### src/rtl/slave_model_pkg.sv
// Shared types and constants for the read-responder slave model and its queue.
package slave_model_pkg;

  localparam logic CMD_RD = 1'b0;
  localparam logic CMD_WR = 1'b1;

  localparam int TS_W = 16;

  // Galois feedback mask for x^16 + x^14 + x^13 + x^11 + 1 (right-shifting form).
  localparam logic [TS_W-1:0] LFSR_TAPS = 16'hB400;

  typedef struct packed {
    logic [31:0]     addr;
    logic [TS_W-1:0] ts;
  } rd_entry;

endpackage

### src/rtl/slave_rd_responder_fifo.sv
// First-word-fall-through queue; the head word is visible on pop_data while not empty.
module slave_rd_responder_fifo #(
  parameter int B = 48,
  parameter int W = 3
) (
  input  logic         clk_i,
  input  logic         rst_i,
  input  logic         push,
  input  logic [B-1:0] push_data,
  input  logic         pop,
  output logic [B-1:0] pop_data,
  output logic         full,
  output logic         empty
);

  localparam logic [W:0] PTR_ONE = {{W{1'b0}}, 1'b1};

  logic [B-1:0] mem [2**W];
  logic [W:0]   wr_ptr_reg;
  logic [W:0]   rd_ptr_reg;

  always_ff @(posedge clk_i) begin
    if (rst_i) begin
      wr_ptr_reg <= '0;
      rd_ptr_reg <= '0;
    end else begin
      if (push) wr_ptr_reg <= wr_ptr_reg + PTR_ONE;
      if (pop)  rd_ptr_reg <= rd_ptr_reg + PTR_ONE;
    end
  end

  always_ff @(posedge clk_i) begin
    if (push) mem[wr_ptr_reg[W-1:0]] <= push_data;
  end

  // The extra pointer bit distinguishes full from empty when the indices match.
  assign pop_data = mem[rd_ptr_reg[W-1:0]];
  assign empty    = (wr_ptr_reg == rd_ptr_reg);
  assign full     = (wr_ptr_reg[W] != rd_ptr_reg[W]) &&
                    (wr_ptr_reg[W-1:0] == rd_ptr_reg[W-1:0]);

endmodule

### src/rtl/slave_rd_responder.sv
// Slave model: acks requests, answers reads in order with rdata = addr after LATENCY cycles.
// Optional random ack throttling when SLAVE_RD_RESPONDER_ACK_RANDOM_EN is defined.
module slave_rd_responder
  import slave_model_pkg::*;
#(
  parameter int              SNUM      = 0,
  parameter int              W         = 3,
  parameter int              LATENCY   = 4,
  parameter logic [TS_W-1:0] LFSR_SEED = 16'hACE1
) (
  input  logic        clk_i,
  input  logic        rst_i,
  input  logic        slave_req,
  input  logic [31:0] slave_addr,
  input  logic        slave_cmd,
  input  logic [31:0] slave_wdata,
  output logic        slave_ack,
  output logic [31:0] slave_rdata,
  output logic        slave_resp,
  output logic [W:0]  rd_outstanding
);

  localparam logic [TS_W-1:0] LAT     = TS_W'(LATENCY);
  localparam logic [TS_W-1:0] TS_ONE  = TS_W'(1);
  localparam logic [W:0]      OUT_ONE = {{W{1'b0}}, 1'b1};

  logic            full;
  logic            empty;
  logic            gate;
  logic            push;
  logic            pop;
  logic [47:0]     head_bits;
  rd_entry         head;
  rd_entry         entry_in;
  logic [TS_W-1:0] cnt_reg;
  logic [TS_W-1:0] age;
  logic            unused_bits;

`ifdef SLAVE_RD_RESPONDER_ACK_RANDOM_EN
  logic [TS_W-1:0] lfsr_reg;

  always_ff @(posedge clk_i) begin
    if (rst_i) lfsr_reg <= LFSR_SEED;
    else       lfsr_reg <= {1'b0, lfsr_reg[TS_W-1:1]} ^ (lfsr_reg[0] ? LFSR_TAPS : '0);
  end

  assign gate        = lfsr_reg[0] | lfsr_reg[1];
  assign unused_bits = ^slave_wdata;
`else
  assign gate        = 1'b1;
  assign unused_bits = ^{slave_wdata, LFSR_SEED};
`endif

  assign slave_ack = slave_req & ~full & gate & ~rst_i;
  assign push      = slave_ack & (slave_cmd == CMD_RD);

  assign entry_in.addr = slave_addr;
  assign entry_in.ts   = cnt_reg;
  assign head          = rd_entry'(head_bits);

  // Age is measured at the cycle the response becomes visible, so a read
  // accepted in cycle T is answered in cycle T+LATENCY.
  assign age = cnt_reg + TS_ONE - head.ts;
  assign pop = ~empty & ~rst_i & (age >= LAT);

  slave_rd_responder_fifo #(
    .B (48),
    .W (W)
  ) u_queue (
    .clk_i     (clk_i),
    .rst_i     (rst_i),
    .push      (push),
    .push_data (entry_in),
    .pop       (pop),
    .pop_data  (head_bits),
    .full      (full),
    .empty     (empty)
  );

  always_ff @(posedge clk_i) begin
    if (rst_i) begin
      cnt_reg        <= '0;
      slave_resp     <= 1'b0;
      slave_rdata    <= '0;
      rd_outstanding <= '0;
    end else begin
      cnt_reg    <= cnt_reg + TS_ONE;
      slave_resp <= pop;
      if (pop) slave_rdata <= head.addr;
      if (push && !pop)      rd_outstanding <= rd_outstanding + OUT_ONE;
      else if (!push && pop) rd_outstanding <= rd_outstanding - OUT_ONE;
    end
  end

  // Protocol checks: the master must hold req until it is acked.
  req_held_a: assert property (@(posedge clk_i) disable iff (rst_i)
      (slave_req && !slave_ack) |=> slave_req)
    else $fatal(1, "slave_rd_responder[%0d]: req dropped before ack", SNUM);

  pop_nonempty_a: assert property (@(posedge clk_i) disable iff (rst_i)
      pop |-> !empty)
    else $fatal(1, "slave_rd_responder[%0d]: pop from empty queue", SNUM);

endmodule

### config.mk
export PLATFORM = sky130hd
export DESIGN_NAME = slave_rd_responder
export DESIGN_NICKNAME = d
export VERILOG_FILES = /design/src/rtl/slave_model_pkg.sv /design/src/rtl/slave_rd_responder_fifo.sv /design/src/rtl/slave_rd_responder.sv
export SDC_FILE = /design/constraint.sdc
export NUM_CORES = 1
export LEC_CHECK = 0
export BUFFER_PORTS_ARGS = -buffer_cell sky130_fd_sc_hd__buf_2
export CAP_MARGIN = 20
export CORE_MARGIN = 2
export CORE_UTILIZATION = 35
export CTS_CLUSTER_DIAMETER = 60
export DETAILED_ROUTE_END_ITERATION = 16
export SLEW_MARGIN = 20
export SYNTH_ARGS = -nofsm -noshare
export SYNTH_HDL_FRONTEND = slang
export SYNTH_SLANG_ARGS = --single-unit
### constraint.sdc
create_clock -name clk_i -period 6.6 [get_ports clk_i]
set_clock_uncertainty 0.05 [all_clocks]
set_input_delay 1.32 -clock clk_i [delete_from_list [all_inputs] [get_ports clk_i]]
set_output_delay 1.32 -clock clk_i [all_outputs]
set_load 0.1 [all_outputs]
# --- Word-level counts from Yosys, hierarchy flattened ---
# Memories as Yosys holds them, arrays and structs flattened. A register that Yosys moved wholly into a read port is not among the register bits.
# Cells that the tools add are included.
# W data, S select, Z words.
word_totals:
  input_bits: 68
  memories: 1
  rom_bits: 0
  word_cells: 38
  mem_bits_rw: 384
  latch_bits: 0
  ff_bits: 61
classes:
  n_reduce_logical: 6
  eq_ne: 3
  n_mux: 6
  bitwise: 9
  mul: 0
  n_addsub: 6
  div_mod_pow: 0
  n_shift: 0
  order_cmp: 1
memory_table:
  columns: ["name", "words", "width", "read_ports", "rd_ports_with_merged_regs", "write_ports", "line", "text"]
  rows:
  - ["u_queue.mem", 8, 48, 1, 1, 1, "slave_rd_responder_fifo.sv:18", "logic [B-1:0] mem [2**W];"]
ops:
  columns: ["op", "count"]
  rows:
  - ["$add A16 B1 Y16 const B", 1]
  - ["$ge A16 B3 Y1 const B", 1]
  - ["$sub A16 B16 Y16", 1]
  - ["$add A4 B1 Y4 const B", 3]
  - ["$mux W4", 2]
  - ["$mux W3", 2]
  - ["$and A1 B1 Y1", 5]
  - ["$eq A4 B4 Y1", 1]
  - ["$not A1 Y1", 4]
  - ["$sub A4 B1 Y4 const B", 1]
  - ["$eq A3 B3 Y1", 1]
  - ["$logic_and A1 B1 Y1", 3]
  - ["$logic_not A1 Y1", 2]
  - ["$mux W1", 2]
  - ["$reduce_bool A2 Y1", 1]
  - ["$ne A1 B1 Y1", 1]

# --- Longest topological paths before layout ---
# Gate-level depths: netlist of the first run.
logic_depth:
  depth_word: 10
  ltp_mapped: 26
  mapped_depth_nobuf: 23

# --- By module ---
# From an unflattened synthesis of the first run, not the netlist that was laid out.
unflattened:
  hier_cells: 999
  hier_area_um2: 18545.3
by_module_without_submodules:
  columns: ["mod", "cells_each", "area_each_um2", "instances"]
  rows:
  - ["slave_rd_responder_fifo", 612, 15089.5, 1]
  - ["slave_rd_responder", 387, 3455.8, 1]

# --- Least setup slack after synthesis of the first run ---
# No wires, ideal clock.
synth_path:
  path_kind: "input to register"
  startpoint: "input rst_i"
  endpoint: "memory u_queue.mem[6][0] (enable)"
  arrival_time_ns: 5.769
  stages: 4
  n_path_buf: 1
  path_slack_ns: 0.258
  setup_time_ns: 0.523
  t_required_ns: 6.027
  path_cell_list: "clkbuf_1 -> nor4b_2 -> nand2_1 -> nor3b_1"
synth_via:
  elab_chain_cells: 5
synth_lines:
  columns: ["item", "line", "text"]
  rows:
  - ["start: declaration", "slave_rd_responder.sv:12", "input logic rst_i,"]
  - ["$not A1 Y1", "slave_rd_responder.sv:54", "assign slave_ack = slave_req & ~full & gate & ~rst_i;"]
  - ["$and A1 B1 Y1", "slave_rd_responder.sv:54", null]
  - ["$and A1 B1 Y1", "slave_rd_responder.sv:55", "assign push = slave_ack & (slave_cmd == CMD_RD);"]
  - ["named net push", "slave_rd_responder.sv:30", "logic push;"]
  - ["$mux W1", "slave_rd_responder_fifo.sv:33", "if (push) mem[wr_ptr_reg[W-1:0]] <= push_data;"]
  - ["$mux W1 (not written as such)", "slave_rd_responder_fifo.sv:33", null]
  - ["end: declaration", "slave_rd_responder_fifo.sv:18", null]
# The timed path passes the listed nets, and every way through them passes these cells.

# --- Final worst setup path of the first run ---
layout_path:
  startpoint: "register cnt_reg[1]"
  endpoint: "register rd_outstanding[3]"
layout_via:
  elab_chain_cells: 7
  elab_cells_between_ends: 9
  cone_classes: "2 x add/sub; 1 x order compare; 1 x mux; 1 x bitwise; 4 x reduce/logical"
layout_lines:
  columns: ["item", "line", "text"]
  rows:
  - ["start: declaration", "slave_rd_responder.sv:35", "logic [TS_W-1:0] cnt_reg;"]
  - ["start signal: assignment", "slave_rd_responder.sv:87", "cnt_reg <= cnt_reg + TS_ONE;"]
  - ["$add A16 B1 Y16 (*)", "slave_rd_responder.sv:63", "assign age = cnt_reg + TS_ONE - head.ts;"]
  - ["$sub A16 B16 Y16 (*)", "slave_rd_responder.sv:63", null]
  - ["$ge A16 B3 Y1 (*)", "slave_rd_responder.sv:64", "assign pop = ~empty & ~rst_i & (age >= LAT);"]
  - ["$and A1 B1 Y1 (*)", "slave_rd_responder.sv:64", null]
  - ["$logic_not A1 Y1", "slave_rd_responder.sv:90", "if (push && !pop) rd_outstanding <= rd_outstanding + OUT_ONE;"]
  - ["$logic_and A1 B1 Y1", "slave_rd_responder.sv:90", null]
  - ["$mux W4 / $reduce_bool A2 Y1 (equally long branches)", null, null]
  - ["end signal: assignment", "slave_rd_responder.sv:90", null]
  - ["end signal: assignment", "slave_rd_responder.sv:91", "else if (!push && pop) rd_outstanding <= rd_outstanding - OUT_ONE;"]
  - ["end: declaration", "slave_rd_responder.sv:20", "output logic [W:0] rd_outstanding"]
# Mark *: on every way between the ends. The rest lies on a longest branch, timed or not.
# A chain may end at the register's enable or synchronous reset.

==> metrics.md, run 1 <==
| Metric | Value |
|---|---|
| Outcome | completed |
| Clk pin slew, worst setup/hold paths | around 0.060 ns |
| Layout area overhead | 14.4% |
| Peak VDD IR | 320 uV |
| Layout cells sized above 1 | 0.308 |
| Starting Density | 0.356 |
| Power share of the sequential group | 0.394 |
| Critical Path Sink Type | register |
| Pwr Density | 408 nW/um^2 |
| Yosys reg bits | 448 |
| Worst EP required | roughly 7 ns |
| Clock Tree Buf Depth | 3 |
| Chip height | around 230 um |
| Pin count of the biggest net entering global routing | a little over 50 |
| Yosys cell types | 67 |
| Setup_tns | 0 ns |
| Fin crit period | 5.74 ns |
| Critical Path Start Type | register |
| Via density | between 5 and 6 |
| Clock power frac | 0.282 |
| Endpoints failing setup | 0 |
| DR WL/cell | 21.0 um |
| Worst setup path class | register to register |
| HP Class | register to register |
| Crit-path max FO | 11 |
| Clk_lat worst skew | approximately 0.55 ns |
| Main flop type after synthesis | edfxtp_1 |
| Fin crit share | 0.870 |
| Slew Limit Fails | 0 |
| Fmax achieved | approximately 170 MHz |
| All-Layer GR Usage | 0.140 |
| CTS root buf | clkbuf_16 |
| Setup Buffers After CTS | 0 |
| Initial antenna violation count | 2 |
| Antenna Cells | 0 |
| Internal Power | between 5 and 6 mW |
| Drt pass-1 iters | 5 |
| Post-synth EDFFs | 384 |
| Routed WL | between 30,000 and 40,000 um |
| Number of buffers created by CTS | 45 |
| CTS Sinks | ~450 |
| Die width | 233 um |
| Register area share after synthesis | 0.699 |
| Post-Syn Instances | approximately 990 |
| DRC errors left | 0 |
| Post-Syn Nets | about 1,100 |
| Fraction of registers with async set/reset | 0 |
| Congestion Overflow GR | 0 |
| Mapped Area | around 18,000 um^2 |
| Total core area | around 50,000 um^2 |
| Final Hold Fails | 0 |
| GPL Wtd Cong | 0.774 |
| Vias after detailed routing | 9,217 |
| NumNets Final | 1,177 |
| Fill cells | 4,681 |
| # rows | between 80 and 90 |
| Detailed placement HPWL | about 21,000 um |
| Switching Fraction | 0.354 |
| Port Buffer Count | 73 |
| Syn avg cell area | roughly 18 um^2 |
| CTS resizes | 0 |
| Post-CTS Hold Fix Bufs | 0 |
| Max FFs per register | 384 |
| H-tree depth | 2 |
| Synth Warn # | 0 |
| Ports | 106 |
| CTS tree | yes |
| Worst Hold Margin | approximately 0.4 ns |
| Die area | roughly 54,000 um^2 |
| First-pass GRT wire length | ~58,000 um |
| Sw power | between 3 and 4 mW |
| Initial drt markers | 776 |
| Worst slew pin tran | around 1.1 ns |
| Vias in the first global route | ~9,400 |
| Comb pwr share | 0.324 |
| Final ANT Viol Nets | 0 |
| Max Cap Viol | 0 |
| RSZ-0062 raised after global routing | no |
| CP arrival | between 6 and 7 ns |
| Lkg Pwr | roughly 7 nW |
| Slew margin rel. | 0.276 |
cells in the final DEF, fill, tap and decap left out, types with 6 or more instances in the layout:
cell and n:
a211oi_1 38, a21oi_1 10, xnor2_1 18, o21ai_0 7
nand3_1 9, buf_4 27, and3_1 8, inv_1 45
clkbuf_16 46, clkinv_2 7, nand2b_1 6, nor3b_1 7
mux2_2 33, and2_1 13, nor2_1 17, edfxtp_1 384
a211oi_2 28, mux2i_1 21, buf_2 73, dfxtp_1 61
nand2_1 22, mux4_2 97, ha_1 21, xor2_1 9
clkbuf_1 16
area by class of cell:
class,instances,area (um^2),share of cell area
clock buffer,67,1280,0.0611
clock inverter,15,113,0.00537
inverter,45,169,0.00806
multi-input combinational,444,5120,0.244
sequential,448,12800,0.612
tap,680,851,0.0406
timing repair buffer,102,608,0.0290
critical path: stages (launching register included):
cell and delay (ns):
dfxtp_1 0.51, ha_1 0.27, nand4_1 0.13, nor2_1 0.39, and3_1 0.25, nand3_1 0.11, xnor2_1 0.18, ha_1 0.39
and3b_1 0.22, nor4_1 0.28, nand4_1 0.12, a2111oi_0 0.45, nand4_1 0.24, nor4_4 0.34, a21o_2 0.19, nand2b_1 0.10
ha_1 0.20, inv_1 0.09, ha_1 0.27, a21o_1 0.18, a21oi_1 0.16, xnor2_1 0.08, or3_1 0.30, a21oi_1 0.14
Yosys cell counts (all sizes together) (2+ instances only):
master / instances / area share
dfxtp: 64 / 0.070
a21oi: 11 / 0.0032
and3b: 2 / 0.00096
buf: 23 / 0.0090
o21bai: 4 / 0.0016
nor2b: 5 / 0.0017
o21ai: 8 / 0.0022
clkbuf: 31 / 0.0063
ha: 21 / 0.014
a21o: 4 / 0.0016
and4: 2 / 0.00096
nand3: 9 / 0.0025
o211ai: 3 / 0.0012
mux2i: 21 / 0.011
or3: 3 / 0.0010
nor2: 20 / 0.0045
a2111oi: 2 / 0.0013
nand2b: 6 / 0.0020
nand4: 5 / 0.0017
xnor2: 18 / 0.0086
nor3: 8 / 0.0025
mux2: 33 / 0.020
xor2: 9 / 0.0043
edfxtp: 384 / 0.63
mux4: 97 / 0.12
inv: 45 / 0.0092
fa: 2 / 0.0022
nor4: 4 / 0.0022
and2: 13 / 0.0044
nand2: 22 / 0.0045
o21a: 3 / 0.0012
a211oi: 66 / 0.035
and3: 8 / 0.0027
nor3b: 11 / 0.0045
or2: 4 / 0.0014
nor4b: 2 / 0.0013
per-layer routing:
metal	up-vias	GRT usage	part of all wire
met3	50	0.0233	0.043
met5	-	0	0.00058
met4	4	0.0328	0.015
met2	185	0.217	0.46
met1	4815	0.207	0.48
li1	4163	-	-
power groups by stage:
stage | clock network [mW] | logic (mW) | registers, mW
4_1_cts | 2.46 | 2.80 | 3.37
6_report | 2.41 | 2.77 | 3.37
2_1_floorplan | 0 | 1.49 | 4.18
5_1_grt | 2.59 | 2.95 | 3.39
3_5_place_dp | 0 | 2.79 | 3.43
3_3_place_gp | 0 | 2.78 | 3.43
kinds of logic (layout without fill, tap and decap cells):
family / after synthesis / in the layout / synth area share
AOI/OAI and AO/OA: 117 / 117 / 0.0555
and+or+nand+nor: 125 / 125 / 0.0393
muxes: 151 / 151 / 0.151
adders and majority gates: 23 / 23 / 0.0165
buffers and inverters: 99 / 229 / 0.0246
xor gates and xnor gates: 28 / 28 / 0.0141
DFF: 448 / 448 / 0.699
final timing paths:
| kind | startpoint | endpoint | slack (ns) | depth (start not counted) |
|---|---|---|---|---|
| max | cnt_reg[1]$_SDFF_PP0_ | rd_outstanding[3]$_SDFFE_PP0P_ | 0.86 | 23 |
| min | slave_rdata[31]$_SDFFE_PP0P_ | slave_rdata[31]$_SDFFE_PP0P_ | 0.40 | 2 |
| max reg2reg | cnt_reg[1]$_SDFF_PP0_ | rd_outstanding[3]$_SDFFE_PP0P_ | 0.86 | 23 |
| min reg2reg | slave_rdata[31]$_SDFFE_PP0P_ | slave_rdata[31]$_SDFFE_PP0P_ | 0.40 | 2 |
stage by stage:
step / setup slack [ns] / std cells / instance area [um^2] / total power, mW / util
2_1_floorplan: 0.258 / 991 / 18300 / 5.68 / -
3_3_place_gp: 0.794 / 1719 / 19600 / 6.21 / 0.380
3_5_place_dp: 0.913 / 1719 / 19600 / 6.23 / 0.380
4_1_cts: 0.859 / 1801 / 21000 / 8.64 / 0.407
5_1_grt: 0.304 / 1801 / 21000 / 8.93 / 0.407
6_report: 0.861 / 1801 / 21000 / 8.55 / 0.407
Note: power is estimated with default switching activity, not from simulation.
==> run 2, diff against run 1 <==
- CORE_UTILIZATION: 35 -> 55
- PLACE_DENSITY: default -> 0.76
==> run 2 against run 1 <==
Effect of this change:
- hold slack better by 0.0037 ns
- non-clock buffer count down 2
- worst setup slack got worse by 0.17 ns
- sequential cell count unchanged
- register-to-register slack got worse by 0.17 ns
- die area fell by 36%
- routed wire length decreased by 4.6%
==> metrics.md, run 2 (synthesis gave the netlist of run 1 again) <==
| Metric | Value |
|---|---|
| DRC errors left | 0 (unchanged) |
| Ports | 106 (unchanged) |
| Pwr Density | 418 nW/um^2 (+2.6%) |
| Peak VDD IR | 399 uV (+24%) |
| Total core area | 32,700 um^2 (-37%) |
| Post-CTS Hold Fix Bufs | 0 (unchanged) |
| Die width | 187 um (-20%) |
| Worst slew pin tran | 0.949 ns (-0.133 ns) |
| CTS root buf | clkbuf_16 |
| Layout area overhead | 13.6% |
| Critical Path Start Type | register |
| Crit-path max FO | 13 (+2) |
| Worst Hold Margin | 0.405 ns (+0.00369 ns) |
| DR WL/cell | 23.0 um (+9.7%) |
| Clock Tree Buf Depth | 3 (unchanged) |
| Grt peak-use layer | met2 |
| Lkg Pwr | 7.07 nW (+1.1%) |
| Number of buffers created by CTS | 46 (+2.2%) |
| GPL Wtd Cong | 0.865 (+12%) |
| Met3 Usage GRT | 0.0325 (+0.00925) |
| Slew Limit Fails | 0 (unchanged) |
| Switching Fraction | 0.348 (-0.00520) |
| Crit path cell chain | ha_1 > nand4_1 > nor2_1 > and3_1 > nand3_1 > xnor2_1 > ha_1 > and3b_1 > nor4_1 > nand4_1 > a2111oi_0 > nand4_1 > nor4_4 > a21o_2 > nand2b_1 > ha_1 > inv_1 > ha_1 > a21o_1 > a21oi_1 > xnor2_1 > or3_1 > a21oi_1 |
| H-tree depth | 2 (unchanged) |
| RSZ-0062 raised after global routing | no |
| Max Cap Viol | 0 (unchanged) |
| Most Frequent Cell on Critical Path | ha_1 |
| CTS Sinks | 448 (unchanged) |
| Critical path's slowest cell | dfxtp_1 |
| Initial antenna violation count | 1 (-1) |
| Pin count of the biggest net entering global routing | 51 (unchanged) |
| Setup Buffers After CTS | 0 (unchanged) |
| Fin crit period | 5.91 ns (+0.172 ns) |
| Routed WL | 36,000 um (-4.6%) |
| Final Hold Fails | 0 (unchanged) |
| Layout cells sized above 1 | 0.317 (+0.00925) |
| Initial drt markers | 838 (+8.0%) |
| FF-to-FF setup slack | 0.69 ns (-0.17 ns) |
| Outcome | completed |
| CTS resizes | 0 (unchanged) |
| Max FFs per register | 384 (unchanged) |
| Vias in the first global route | 9,840 (+4.8%) |
| Internal Power | 5.68 mW (+2.7%) |
| Clk_lat worst skew | 0.56 ns (about the same) |
| Detailed placement HPWL | 19,300 um (-9.4%) |
| Commonest non-fill, non-tap cell in the layout | edfxtp_1 |
| Port Buffer Count | 73 (unchanged) |
| Final ANT Viol Nets | 0 (unchanged) |
| Fin crit share | 0.896 (+0.0260) |
| Worst EP required | 7.02 ns (about the same) |
| GR Util met1 | 0.288 (+0.0806) |
| Setup_tns | 0 ns (unchanged) |
| HP Class | register to register |
| Worst setup path class | register to register |
| Die area | 34,800 um^2 (-36%) |
| Via density | 6.01 (+18%) |
| # rows | 66 (-20%) |
| First-pass GRT wire length | 56,300 um (-2.3%) |
| Power share of the sequential group | 0.387 (-0.007) |
| Endpoints failing setup | 0 (unchanged) |
| CP delay by family, top | simple AND/OR/NAND/NOR gates |
| Fmax achieved | 169 MHz (-2.9%) |
| Comb pwr share | 0.312 (-0.012) |
| Starting Density | 0.560 (+0.205) |
| Vias after detailed routing | 9,417 (+2.2%) |
| Clk pin slew, worst setup/hold paths | 0.06 ns (about the same) |
| Clock power frac | 0.300 (+0.018) |
| All-Layer GR Usage | 0.211 (+0.0703) |
| CP arrival | 6.33 ns (+0.18 ns) |
| Met2 usage | 0.355 (+0.138) |
| Slew margin rel. | 0.364 (+0.0872) |
| Most frequent cells in the layout | edfxtp_1, mux4_2, buf_2 |
| NumNets Final | 1,176 (-0.085%) |
| Critical Path Sink Type | register |
| Sw power | 3.04 mW (+0.38%) |
| CTS tree | yes |
| Chip height | 187 um (-20%) |
| Drt pass-1 iters | 5 (unchanged) |
| CP peak stage delay | 0.61 ns (+0.10 ns) |
| Count of buffer and inverter cells on the critical path | 1 (unchanged) |
| Congestion Overflow GR | 0 (unchanged) |
-- run 2: cell types whose count changed in the layout (fill, tap and decap cells not counted), moves of 3 or more --
| cell | before | now |
|---|---|---|
| clkinv_4 | 0 | 3 |
| clkinv_2 | 7 | 10 |
| bufinv_16 | 1 | 4 |
| clkinv_1 | 4 | 1 |
| buf_4 | 27 | 24 |
| clkbuf_1 | 16 | 10 |
-- run 2: power groups by stage --
stage / Sequential (mW) / Clock [mW] / Combinational (mW)
finish: 3.37 / 2.62 / 2.72
global route: 3.40 / 2.77 / 2.88
CTS: 3.38 / 2.66 / 2.74
detailed placement: 3.44 / 0 / 2.72
global placement: 3.43 / 0 / 2.70
floorplan: 4.18 / 0 / 1.49
-- run 2: per-stage QoR --
stage,total power [mW],util,area [um^2],std cells,setup slack (ns)
after CTS,8.78,0.637,20800,1565,0.836
after detailed placement,6.16,0.589,19300,1479,0.849
after global routing,9.05,0.637,20800,1566,0.120
after global placement,6.13,0.589,19300,1479,0.859
final,8.71,0.637,20800,1566,0.689
after floorplan,5.68,-,18300,991,0.258
-- run 2: worst register-to-register path, cell delays in order, from the launching register on --
cell and delay (ns):
dfxtp_1 0.61, ha_1 0.29, nand4_1 0.14, nor2_1 0.31, and3_1 0.25, nand3_1 0.11
xnor2_1 0.17, ha_1 0.39, and3b_1 0.22, nor4_1 0.28, nand4_1 0.12, a2111oi_0 0.56
nand4_1 0.24, nor4_4 0.26, a21o_2 0.18, nand2b_1 0.18, ha_1 0.22, inv_1 0.09
ha_1 0.27, a21o_1 0.17, a21oi_1 0.18, xnor2_1 0.09, or3_1 0.30, a21oi_1 0.13
-- run 2: area by class of cell --
class	count	area, um^2
antenna	1	2.50
fill	2215	11900
sequential	448	12800
timing repair buffer	100	606
clock buffer	63	1300
inverter	45	169
clock inverter	23	255
multi-input combinational	444	5120
tap	442	553
-- run 2: final timing paths --
check | startpoint | endpoint | cells after the start
hold / removal | slave_rdata[3]$_SDFFE_PP0P_ | slave_rdata[3]$_SDFFE_PP0P_ | 2
setup reg to reg | cnt_reg[0]$_SDFF_PP0_ | rd_outstanding[3]$_SDFFE_PP0P_ | 23
setup / recovery | cnt_reg[0]$_SDFF_PP0_ | rd_outstanding[3]$_SDFFE_PP0P_ | 23
hold reg to reg | slave_rdata[3]$_SDFFE_PP0P_ | slave_rdata[3]$_SDFFE_PP0P_ | 2
-- run 2: metal layers --
metal | up-vias | wire, um
met5 | - | 0
met4 | 0 | 701
met3 | 54 | 2330
met2 | 342 | 18000
met1 | 4848 | 15000
li1 | 4173 | -
==> run 3, diff against run 2 <==
- RECOVER_POWER: default -> 100
==> run 3 against run 2 <==
Effect of this change:
- the run now ends with max-capacitance violations, max-slew violations left
- core utilization is 0.77 points lower
- non-clock buffer count stayed put
- via count hardly changed
- sequential power hardly changed
- fmax is 0.69% lower
- die area stayed put
- worst setup slack worse by 0.041 ns
- register-to-register slack worse by 0.04 ns
==> metrics.md, run 3 (synthesis gave the netlist of run 1 again) <==
| Metric | Value |
|---|---|
| Max Cap Viol | 11 (+11) |
| Initial drt markers | 782 (-6.7%) |
| Ports | 106 (unchanged) |
| Setup_tns | 0 ns (unchanged) |
| Number of buffers created by CTS | 46 (unchanged) |
| GPL Wtd Cong | 0.865 (unchanged) |
| Routed WL | 36,100 um (+0.28%) |
| Chip height | 187 um (unchanged) |
| Slew margin rel. | -1.11 (-1.47) |
| Fin crit period | 5.95 ns (+0.0411 ns) |
| Endpoints failing setup | 0 (unchanged) |
| All-Layer GR Usage | 0.211 (unchanged) |
| Critical path's slowest cell | dfxtp_1 |
| Worst EP required | 7.02 ns (about the same) |
| Layout cells sized above 1 | 0.232 (-0.0855) |
| Crit path cell chain | ha_1 > nand4_1 > nor2_1 > and3_1 > nand3_1 > xnor2_1 > ha_1 > and3b_1 > nor4_1 > nand4_1 > a2111oi_0 > nand4_1 > nor4_4 > a21o_2 > nand2b_1 > ha_1 > inv_1 > ha_1 > a21o_1 > a21oi_1 > xnor2_1 > or3_1 > a21oi_1 |
| Final Hold Fails | 0 (unchanged) |
| H-tree depth | 2 (unchanged) |
| Total core area | 32,700 um^2 (unchanged) |
| CTS tree | yes |
| Antenna Cells | 0 (-1) |
| Fill cells | 2,288 (+3.3%) |
| RSZ-0062 raised after global routing | no |
| Failing checks | max-capacitance violations, max-slew violations |
| Post-placement cell area | 19,300 um^2 (unchanged) |
| Most frequent cells in the layout | edfxtp_1, mux4_2, clkbuf_1 |
| DRC errors left | 0 (unchanged) |
| DR WL/cell | 23.1 um (+0.34%) |
| Count of buffer and inverter cells on the critical path | 1 (unchanged) |
| Most Frequent Cell on Critical Path | ha_1 |
| Die area | 34,800 um^2 (unchanged) |
| Detailed placement HPWL | 19,300 um (unchanged) |
| Slew Limit Fails | 292 (+292) |
| Drt pass-1 iters | 5 (unchanged) |
| Fin crit share | 0.902 (+0.00622) |
| CP arrival | 6.37 ns (+0.04 ns) |
| CP peak stage delay | 0.61 ns (about the same) |
| Via density | 6.02 (+0.15%) |
| Vias in the first global route | 9,840 (unchanged) |
| Critical Path Start Type | register |
| Pwr Density | 422 nW/um^2 (+0.82%) |
| Critical Path Sink Type | register |
| Die width | 187 um (unchanged) |
| Worst setup path class | register to register |
| Initial antenna violation count | 0 (-1) |
| CTS resizes | 0 (unchanged) |
| Congestion Overflow GR | 0 (unchanged) |
| Worst slew pin tran | 3.17 ns (+2.22 ns) |
| HP Class | register to register |
| Final ANT Viol Nets | 0 (unchanged) |
| # rows | 66 (unchanged) |
| Post-CTS Hold Fix Bufs | 0 (unchanged) |
| CTS root buf | clkbuf_16 |
| Vias after detailed routing | 9,425 (+0.085%) |
| CTS Sinks | 448 (unchanged) |
| CP delay by family, top | simple AND/OR/NAND/NOR gates |
| Lkg Pwr | 6.75 nW (-4.6%) |
| Max FFs per register | 384 (unchanged) |
| Crit-path max FO | 13 (unchanged) |
| Clk_lat worst skew | 0.56 ns (about the same) |
| NumNets Final | 1,176 (unchanged) |
| Commonest non-fill, non-tap cell in the layout | edfxtp_1 |
| Pin count of the biggest net entering global routing | 51 (unchanged) |
| First-pass GRT wire length | 56,300 um (unchanged) |
| Cell area after layout | 20,600 um^2 (-1.2%) |
| Setup Buffers After CTS | 0 (unchanged) |
| Peak VDD IR | 405 uV (+1.6%) |
| Fmax achieved | 168 MHz (-0.69%) |
| Layout area overhead | 12.2% |
| Outcome | finished with violations |
| Starting Density | 0.560 (unchanged) |
| Clock Tree Buf Depth | 3 (unchanged) |
| Clk pin slew, worst setup/hold paths | 0.06 ns (about the same) |
| Port Buffer Count | 73 (unchanged) |
run 3: power breakdown:
group | internal [mW] | switching, mW | total (mW) | leakage [nW]
sequential | 3.21 | 0.165 | 3.38 | 4.17
clock | 1.55 | 1.07 | 2.62 | 0.764
combinational | 0.873 | 1.80 | 2.68 | 1.82
run 3: metrics by stage:
step                power, mW  setup slack (ns)  hold WS (ns)  cells  utilization
finish                   8.68             0.648         0.407   1565        0.629
global route             9.01             0.121         0.422   1565        0.629
CTS                      8.78             0.836         0.406   1565        0.637
detailed placement       6.16             0.849         0.394   1479        0.589
global placement         6.13             0.859         0.393   1479        0.589
floorplan                5.68             0.258         0.455    991            -
run 3: final timing paths:
path                          startpoint                              to  slack [ns]  depth (start not counted)
min reg2reg  slave_rdata[3]$_SDFFE_PP0P_     slave_rdata[3]$_SDFFE_PP0P_        0.41                          2
max                cnt_reg[0]$_SDFF_PP0_  rd_outstanding[3]$_SDFFE_PP0P_        0.65                         23
max reg2reg        cnt_reg[0]$_SDFF_PP0_  rd_outstanding[3]$_SDFFE_PP0P_        0.65                         23
min          slave_rdata[3]$_SDFFE_PP0P_     slave_rdata[3]$_SDFFE_PP0P_        0.41                          2
run 3: tightest hold or removal path: stages (launching register included):
cell      delay [ns]
dfxtp_1         0.31
inv_1           0.05
a211oi_1        0.05
run 3: layout make-up:
class                      count  area (um^2)  area share
tap                          442          553      0.0269
timing repair buffer         100          419      0.0204
clock inverter                23          255      0.0124
inverter                      45          169     0.00821
clock buffer                  63         1300      0.0630
sequential                   448        12800       0.623
multi-input combinational    444         5060       0.246
run 3: layer usage:
metal  up-vias  track usage  part of all wire
met5         -            0                 0
met3        58       0.0325             0.062
met4         0       0.0632             0.020
met1      4879        0.288              0.43
met2       317        0.355              0.49
li1       4171            -                 -
